==> config.mk <==
export PLATFORM = sky130hd
export DESIGN_NAME = cic3_row_readout
export DESIGN_NICKNAME = d
export VERILOG_FILES = /design/src/rtl/cic3_pkg.sv /design/src/rtl/cic3_edge_detect.sv /design/src/rtl/cic3_row_readout.sv
export SDC_FILE = /design/constraint.sdc
export NUM_CORES = 2
export LEC_CHECK = 0
export ABC_AREA = 1
export CORE_AREA = 5 5 255 257
export CTS_BUF_LIST = sky130_fd_sc_hd__clkbuf_4
export DETAILED_ROUTE_END_ITERATION = 16
export DIE_AREA = 0 0 260 262
export GPL_TIMING_DRIVEN = 1
export PLACE_DENSITY = 0.78
export RECOVER_POWER = 100
export SYNTH_ARGS = -nofsm -noshare
export SYNTH_HDL_FRONTEND = slang
export SYNTH_SLANG_ARGS = --single-unit
==> constraint.sdc <==
create_clock -name clk -period 3.6 [get_ports clk]
set_input_delay 0.72 -clock clk [delete_from_list [all_inputs] [get_ports clk]]
set_output_delay 0.72 -clock clk [all_outputs]
set_load 0.01 [all_outputs]
==> src/rtl/cic3_pkg.sv <==
// Shared constants and state type for the CIC3 row readout serializer.
package cic3_pkg;

    localparam int DATA_WIDTH             = 25;
    localparam int NUM_FILTERS_SUBSECTION = 12;
    localparam int NUM_SUBSECTIONS        = 2;
    localparam int NUM_CH                 = NUM_FILTERS_SUBSECTION * NUM_SUBSECTIONS;
    localparam int CH_W                   = 5;

    typedef enum logic {
        ST_IDLE   = 1'b0,
        ST_STREAM = 1'b1
    } readout_state_e;

endpackage

==> src/rtl/cic3_edge_detect.sv <==
// Two-stage register of the row decimation clock; tick_o pulses for one clk
// cycle after each rising edge of sig_i.
module cic3_edge_detect (
    input  logic clk,
    input  logic reset_n,
    input  logic sig_i,
    output logic tick_o
);

    logic d1_q;
    logic d2_q;

    // NOTE: sequential state uses non-blocking assignments so both stages
    // sample the pre-edge values and form a true two-register pipeline.
    always_ff @(posedge clk or negedge reset_n) begin
        if (!reset_n) begin
            d1_q <= 1'b0;
            d2_q <= 1'b0;
        end else begin
            d1_q <= sig_i;
            d2_q <= d1_q;
        end
    end

    assign tick_o = d1_q & ~d2_q;

endmodule

==> src/rtl/cic3_row_readout.sv <==
// Captures a full row of CIC3 filter outputs on each decimation tick and
// streams the words out one channel at a time over a valid/ready handshake.
module cic3_row_readout #(
    parameter int NUM_FILTERS_SUBSECTION = cic3_pkg::NUM_FILTERS_SUBSECTION,
    parameter int NUM_SUBSECTIONS        = cic3_pkg::NUM_SUBSECTIONS,
    parameter int DATA_WIDTH             = cic3_pkg::DATA_WIDTH
) (
    input  logic                                                     clk,
    input  logic                                                     reset_n,
    input  logic                                                     divided_clk,
    input  logic [NUM_FILTERS_SUBSECTION*NUM_SUBSECTIONS*DATA_WIDTH-1:0] in_data,
    input  logic                                                     enable,
    output logic [DATA_WIDTH-1:0]                                    out_data,
    output logic [cic3_pkg::CH_W-1:0]                                out_chan,
    output logic                                                     out_valid,
    input  logic                                                     out_ready,
    output logic                                                     out_first,
    output logic                                                     out_last,
    output logic [7:0]                                               frame_id,
    output logic [7:0]                                               overrun_cnt,
    input  logic                                                     clear_overrun
);

    import cic3_pkg::readout_state_e;
    import cic3_pkg::ST_IDLE;
    import cic3_pkg::ST_STREAM;
    import cic3_pkg::CH_W;

    localparam int              NUM_CH  = NUM_FILTERS_SUBSECTION * NUM_SUBSECTIONS;
    localparam logic [CH_W-1:0] LAST_CH = CH_W'(NUM_CH - 1);

    readout_state_e        state_q;
    logic [DATA_WIDTH-1:0] snap_q [NUM_CH];
    logic [DATA_WIDTH-1:0] in_words [NUM_CH];
    logic [DATA_WIDTH-1:0] out_data_q;
    logic [CH_W-1:0]       out_chan_q;
    logic                  out_valid_q;
    logic                  out_first_q;
    logic                  out_last_q;
    logic [7:0]            frame_id_q;
    logic [7:0]            overrun_q;

    logic            tick;
    logic            xfer;
    logic            xfer_last;
    logic            capture;
    logic            load;
    logic            drop;
    logic [CH_W-1:0] chan_nxt;

    cic3_edge_detect u_edge_detect (
        .clk     (clk),
        .reset_n (reset_n),
        .sig_i   (divided_clk),
        .tick_o  (tick)
    );

    for (genvar k = 0; k < NUM_CH; k++) begin : g_unpack
        assign in_words[k] = in_data[k*DATA_WIDTH +: DATA_WIDTH];
    end

    // out_chan_q doubles as the read index into the snapshot.
    assign xfer      = (state_q == ST_STREAM) && out_ready;
    assign xfer_last = xfer && (out_chan_q == LAST_CH);
    assign capture   = tick && enable;
    assign load      = capture && ((state_q == ST_IDLE) || xfer_last);
    assign drop      = capture && (state_q == ST_STREAM) && !xfer_last;
    assign chan_nxt  = out_chan_q + CH_W'(1);

    always_ff @(posedge clk or negedge reset_n) begin
        if (!reset_n) begin
            state_q     <= ST_IDLE;
            // NOTE: the snapshot array is reset explicitly because a frame
            // aborted by reset must never leak stale words to the output.
            for (int k = 0; k < NUM_CH; k++) snap_q[k] <= '0;
            out_data_q  <= '0;
            out_chan_q  <= '0;
            out_valid_q <= 1'b0;
            out_first_q <= 1'b0;
            out_last_q  <= 1'b0;
            frame_id_q  <= '0;
            overrun_q   <= '0;
        end else begin
            if (load) begin
                state_q     <= ST_STREAM;
                snap_q      <= in_words;
                out_data_q  <= in_words[0];
                out_chan_q  <= '0;
                out_valid_q <= 1'b1;
                out_first_q <= 1'b1;
                out_last_q  <= (NUM_CH == 1);
                frame_id_q  <= frame_id_q + 8'd1;
            end else if (xfer_last) begin
                state_q     <= ST_IDLE;
                out_valid_q <= 1'b0;
                out_first_q <= 1'b0;
                out_last_q  <= 1'b0;
            end else if (xfer) begin
                out_data_q  <= snap_q[chan_nxt];
                out_chan_q  <= chan_nxt;
                out_first_q <= 1'b0;
                out_last_q  <= (chan_nxt == LAST_CH);
            end

            // A clear that coincides with a drop still records that drop.
            if (clear_overrun) begin
                overrun_q <= drop ? 8'd1 : 8'd0;
            end else if (drop && (overrun_q != 8'hFF)) begin
                overrun_q <= overrun_q + 8'd1;
            end
        end
    end

    assign out_data    = out_data_q;
    assign out_chan    = out_chan_q;
    assign out_valid   = out_valid_q;
    assign out_first   = out_first_q;
    assign out_last    = out_last_q;
    assign frame_id    = frame_id_q;
    assign overrun_cnt = overrun_q;

endmodule

Yosys cells after proc, flatten, opt, wreduce, memory -nomap -nowiden

Index checks and enable logic that the tools add are counted.

Bits in registers: 651
Latch bits: 0
Memory bits (writable): 0
Memory bits (read-only): 0
Input bits: 606
Output and inout bits: 49
Word-level logic and storage cells: 79
Memories: 0

Add/sub/neg operators: 3
Multipliers: 0
Div/mod/pow operators: 0
Magnitude comparators: 1
Equality and inequality tests: 4
Shifts and indexed selects: 0
Multiplexer cells: 20
Bitwise logic cells: 4
Reduce and logical (&&, ||, !) cells: 14

Operator list:

| operator                                                        | count |
|---|---|
| 25-bit binary-select mux with 5-bit select                      | 1 |
| 25-bit 2-to-1 mux                                               | 5 |
| 8-bit by 1-bit adder with 8-bit output, second input constant   | 2 |
| 8-bit 2-to-1 mux                                                | 2 |
| 5-bit 2-to-1 mux                                                | 3 |
| 5-bit equality test, second input constant                      | 2 |
| 1-bit 2-to-1 mux                                                | 9 |
| 8-bit != test, second input constant                            | 1 |
| 1-bit logical AND                                               | 7 |
| 6-bit >= comparator, second input constant                      | 1 |
| 5-bit NOT with 6-bit output                                     | 1 |
| 2-bit nonzero test                                              | 3 |
| 5-bit by 1-bit adder with 5-bit output, second input constant   | 1 |
| 3-bit nonzero test                                              | 1 |
| 2-bit by 1-bit != test with 1-bit output, second input constant | 1 |
| 1-bit NOT                                                       | 2 |
| 2-bit AND reduction                                             | 1 |
| 1-bit AND                                                       | 1 |
| 1-bit logical NOT                                               | 1 |
| 1-bit logical OR                                                | 1 |

Logic depth before layout (Yosys ltp)

Word-level depth: 8
Depth in mapped cells: 18
Mapped depth without buffers: 12

Modules after synthesis

From an unflattened synthesis, not the netlist that was laid out.

Cells, all modules: 4186
Area, all modules: 30812.1 sq um

Modules (own cells, without submodules):

| module           | instances | cells an instance | area each (sq um) | seq. area each (sq um) |
|---|---|---|---|---|
| cic3_row_readout | 1         | 4182              | 30752.0           | 16240.6 |
| cic3_edge_detect | 1         | 4                 | 60.1              | 50.0 |

Worst setup path after synthesis

No wires, ideal clock.

Path kind: reg-to-reg
Start: register out_chan_q[0], in the netlist out_chan[0]
End: register out_data_q[17], in the netlist out_data[17]
Setup time: 121 ps
Data arrival time: 2481 ps
Data required time: 3479 ps
Path slack: 999 ps
Stages on the path, launching flop included: 19
Path buffers: 6
Clock period less this slack: 2601 ps
Cells stage by stage: dfrtp_1 buf_4 buf_6 inv_1 buf_4 buf_2 ha_1 inv_1 clkbuf_1 clkbuf_1 nand3_1 nand3_1 nand2_1 nand2_1 nand2_1 nand2_1 nand2_1 nand2_1 a21oi_1

Cells in the longest elaborated chain, start to end: 8
Elaborated cells on any way between the ends: 15
Those cells by class: add/sub (1); eq/ne (2); mux (6); bitwise (1); reduce/logical (5)

Ends and longest elaborated chain:

| item                                                 | RTL line                | source |
|---|---|---|
| start, declared                                      | cic3_row_readout.sv:36  | `logic [CH_W-1:0] out_chan_q;` |
| start signal, assigned                               | cic3_row_readout.sv:100 | `out_chan_q <= chan_nxt;` |
| 5-bit by 1-bit adder with 5-bit output               | cic3_row_readout.sv:68  | `assign chan_nxt = out_chan_q + CH_W'(1);` |
| 5-bit NOT with 6-bit output (implied by the code)    | cic3_row_readout.sv:99  | `out_data_q <= snap_q[chan_nxt];` |
| 25-bit binary-select mux with 5-bit select           | cic3_row_readout.sv:99  |  |
| 25-bit 2-to-1 mux (implied by the code) (2 in a row) | cic3_row_readout.sv:99  |  |
| 25-bit 2-to-1 mux                                    | cic3_row_readout.sv:98  | `end else if (xfer) begin` |
| 25-bit 2-to-1 mux                                    | cic3_row_readout.sv:93  | `end else if (xfer_last) begin` |
| 25-bit 2-to-1 mux                                    | cic3_row_readout.sv:84  | `if (load) begin` |
| end signal, assigned                                 | cic3_row_readout.sv:87  | `out_data_q <= in_words[0];` |
| end signal, assigned                                 | cic3_row_readout.sv:99  |  |
| end, declared                                        | cic3_row_readout.sv:35  | `logic [DATA_WIDTH-1:0] out_data_q;` |

Several ways; a longest one is shown, not always the timed one. The select of a mux whose other input is x is not followed.
A chain may end at the register's enable or synchronous reset.

Final worst setup path

Start: register out_chan_q[0], in the netlist out_chan[0]
End: output out_chan[0] in the netlist's numbering

RTL lines:

| item          | RTL line               | source |
|---|---|---|
| end, declared | cic3_row_readout.sv:14 | `output logic [cic3_pkg::CH_W-1:0] out_chan,` |

No word-level cell between the ends.

==> Implementation_results.wiki <==
{| class="wikitable"
! Metric !! Value
|-
| Number of routed nets with antenna violations || 0
|-
| R2R Setup Slk || around 270 ps
|-
| Commonest non-fill, non-tap cell in the layout || sky130_fd_sc_hd__nand2_1
|-
| Crit. End Element || output port
|-
| Post-synth cell types || 31
|-
| Average via count per standard cell || ~5.2
|-
| Global routing usage on met1 || 0.4233
|-
| Required time of the worst setup path || about 2900 ps
|-
| Number of rows in the core area || a little over 90
|-
| Violations in the final reports || max-capacitance violations, max-slew violations
|-
| Post-synth net total || between 4,000 and 5,000
|-
| Average wire length per cell after detail routing || 19.55 um
|-
| Hold_ws || slightly above 200 ps
|-
| Endpoints failing setup || 0
|-
| Maximum level of the CTS H-tree || 4
|-
| Die outline area || approximately 0.068 mm^2
|-
| Core area || 0.06250 mm^2
|-
| Number of ports placed on the die boundary || around 660
|-
| Synth warnings || 0
|-
| Worst-case setup margin in the final layout || around 210 ps
|-
| Commonest cells after routing, fill and taps aside || 2,449 x sky130_fd_sc_hd__nand2_1, 650 x sky130_fd_sc_hd__dfrtp_1, 604 x sky130_fd_sc_hd__clkdlybuf4s50_1, 317 x sky130_fd_sc_hd__nand3_1, 252 x sky130_fd_sc_hd__clkbuf_4
|-
| Starting density of the core || 0.4933
|-
| Die outline height || around 260 um
|-
| Startpoint of the lowest-slack hold path || in_data[212]
|-
| TritonCTS clock tree || built
|-
| Post-synthesis area per instance || 7.366 um^2
|-
| Part of the Yosys area used for sequential elements || 0.5283
|-
| Crit path max fanout || just over 100
|-
| Net count of the finished layout || roughly 5,400
|-
| Detailed Place HPWL || about 80,000 um
|-
| Worst clock skew || roughly 52 ps
|-
| Total global-route track usage || 0.3227
|-
| Initial antenna violation count || 24
|-
| Final Hold Violating Endpoints || 0
|-
| Share of cells above drive strength 1 || 0.06883
|-
| Clock root buffer || sky130_fd_sc_hd__clkbuf_4
|-
| Total Negative Setup Slacks || 0 ps
|-
| Top Usage Layer GRT || met2
|-
| Run status || complete, but fails checks
|-
| Fraction of synthesized cell area taken by the top area cell type || 0.5283
|-
| Syn Std Cell Area || between 0.03 and 0.04 mm^2
|-
| Clock latency reported for the late side of the worst-skew pair || between 1000 and 1500 ps
|-
| Cell types with the largest area share after synthesis || sky130_fd_sc_hd__dfrtp_1 53%, sky130_fd_sc_hd__nand2_1 30%, sky130_fd_sc_hd__nand3_1 5.1%
|-
| Port Buffer Count || around 650
|-
| Static leakage power || slightly above 20 nW
|-
| Max Cap Violations || 2
|-
| Max clock buf depth || 3
|-
| Post-route DRC || 0
|-
| Area Growth Syn to Fin || 30.62%
|-
| CTS Sinks || 651
|-
| Worst-case headroom to the max-slew limit || -0.4518
|-
| Number of max-slew violations in the final report || approximately 210
|-
| Vias in the first global route || just under 30,000
|-
| Total CTS buffers || around 170
|-
| Reg clk slew, reported paths || approximately 70 ps
|-
| Kind of critical path || reg -> out
|-
| Upper clock frequency limit || 294.7 MHz
|-
| Pin count of the biggest net entering global routing || approximately 190
|-
| Part of the cycle the worst path needs || 0.9426
|-
| First-pass GRT wire length || about 170,000 um
|-
| Final GP Congestion || around 0.93
|-
| Pre-antenna DRT Iters || 6
|-
| Worst VDD drop || 0.0007749 V
|-
| Total grt overflow || 0
|-
| Cell accounting for the most synthesized area || sky130_fd_sc_hd__dfrtp_1
|-
| Critical path origin || out_chan[0]
|-
| Post-synthesis register bit count || roughly 650
|-
| Worst min path class || in -> reg
|-
| Period minus WS final || approximately 3400 ps
|-
| Post-placement setup slack || between 500 and 600 ps
|-
| Met2 Usage GRT || 0.5008
|-
| Routed wire length || 113,900 um
|-
| Vias || slightly above 30,000
|-
| Power per standard cell area || 795.1 mW/mm^2
|-
| RSZ-0062 raised after global routing || no
|-
| Data arrival time of the critical path || approximately 2700 ps
|-
| Critical path startpoint category || flop
|-
| Worst reg2reg path startpoint || out_chan[0]
|-
| Floorplan die width || 260 um
|-
| Post-Syn Instances || roughly 4,200
|-
| Share of the core filled with cells in the final layout || 0.6443
|-
| Transition at the pin with the smallest max-transition slack || around 2200 ps
|-
| Detailed Route Iter0 Violations || 3,269
|-
| Met3 layer usage reported by global route || 0.07955
|}
## per-stage QoR
step | power, mW | instances | cell area, um^2
after global placement | 24.93 | 5490 | 38090
after CTS | 32.12 | 5800 | 40400
after global routing | 34.24 | 5821 | 40270
final | 32.02 | 5824 | 40270
after detailed placement | 25.19 | 5490 | 38090
after floorplan | 19.39 | 4186 | 30830
## per-layer routing
layer / vias to the layer above / share of wire / wire length, um
li1: 14379 / - / -
met1: 14323 / 0.39 / 44760
met2: 1491 / 0.47 / 53530
met3: 304 / 0.085 / 9658
met4: 14 / 0.051 / 5835
met5: - / 0.00068 / 77
## logic make-up (layout without fill, tap and decap cells)
family / count (synthesis) / in the layout / synth area share
AND/OR/NAND/NOR: 2843 / 2843 / 0.3601
flip-flops: 651 / 651 / 0.5283
AO/OA/AOI/OAI: 290 / 290 / 0.04955
buffers and inverters: 388 / 1156 / 0.05705
other: 0 / 24 / 0
adder cells (fa/ha/maj): 4 / 4 / 0.001623
XOR/XNOR: 10 / 10 / 0.003327
## cells in the mapped netlist, drive strengths merged
library cell and count:
a21oi 77, dfrtp 651, xnor2 6, o211ai 26, inv 120, nand2 2452
ha 4, and3 1, a31oi 1, a22oi 3, buf 188, o21ai 182
nor2 68, o31ai 1, nand3 318, nor3 2, clkbuf 78, xor2 4
clkinv 2, nand4 2
## power breakdown
part	switching, mW	internal, mW	total (mW)
combinational	9.37	4.64	14.0
sequential	1.42	9.85	11.3
clock	3.21	3.54	6.75
total	14.0	18.0	32.0
## final timing paths
path                                       to  cells past startpoint
max                               out_chan[0]                      2
min                               snap_q[387]                      3
min reg2reg                u_edge_detect.d2_q                      0
max in group asynchronous         snap_q[363]                      3
max reg2reg                        snap_q[81]                     11
min in group asynchronous          snap_q[38]                      2
## state kept, by name (all words and copies together) (netlist names)
| register | cells |
|---|---|
| frame_id | 8 |
| out_first | 1 |
| snap_q | 600 |
| out_valid | 1 |
| u_edge_detect.d1_q | 1 |
| out_data | 25 |
| out_chan | 5 |
| out_last | 1 |
| overrun_cnt | 8 |
| u_edge_detect.d2_q | 1 |
## layout make-up
type	instances	area, um^2
antenna	24	60.06
clock buffer	248	1862
clock inverter	60	390.4
fill	5475	22230
inverter	122	475.5
multi-input combinational	3147	12820
sequential	651	16290
tap	846	1059
timing repair buffer	726	7316
## repair_timing
action                                 in CTS  in global routing
hold buffers                                1                  0
endpoints found under the hold margin      58                  0
setup endpoints to repair                   1                  0
buffers inserted                            0                  0
gates resized for setup                     1                  0
## worst max-delay path, stage by stage (launching register included)
cell,delay [ps]
sky130_fd_sc_hd__dfrtp_4,550
sky130_fd_sc_hd__buf_12,380
sky130_fd_sc_hd__clkdlybuf4s50_1,640
No activity file was read; power rests on OpenSTA's default activity.
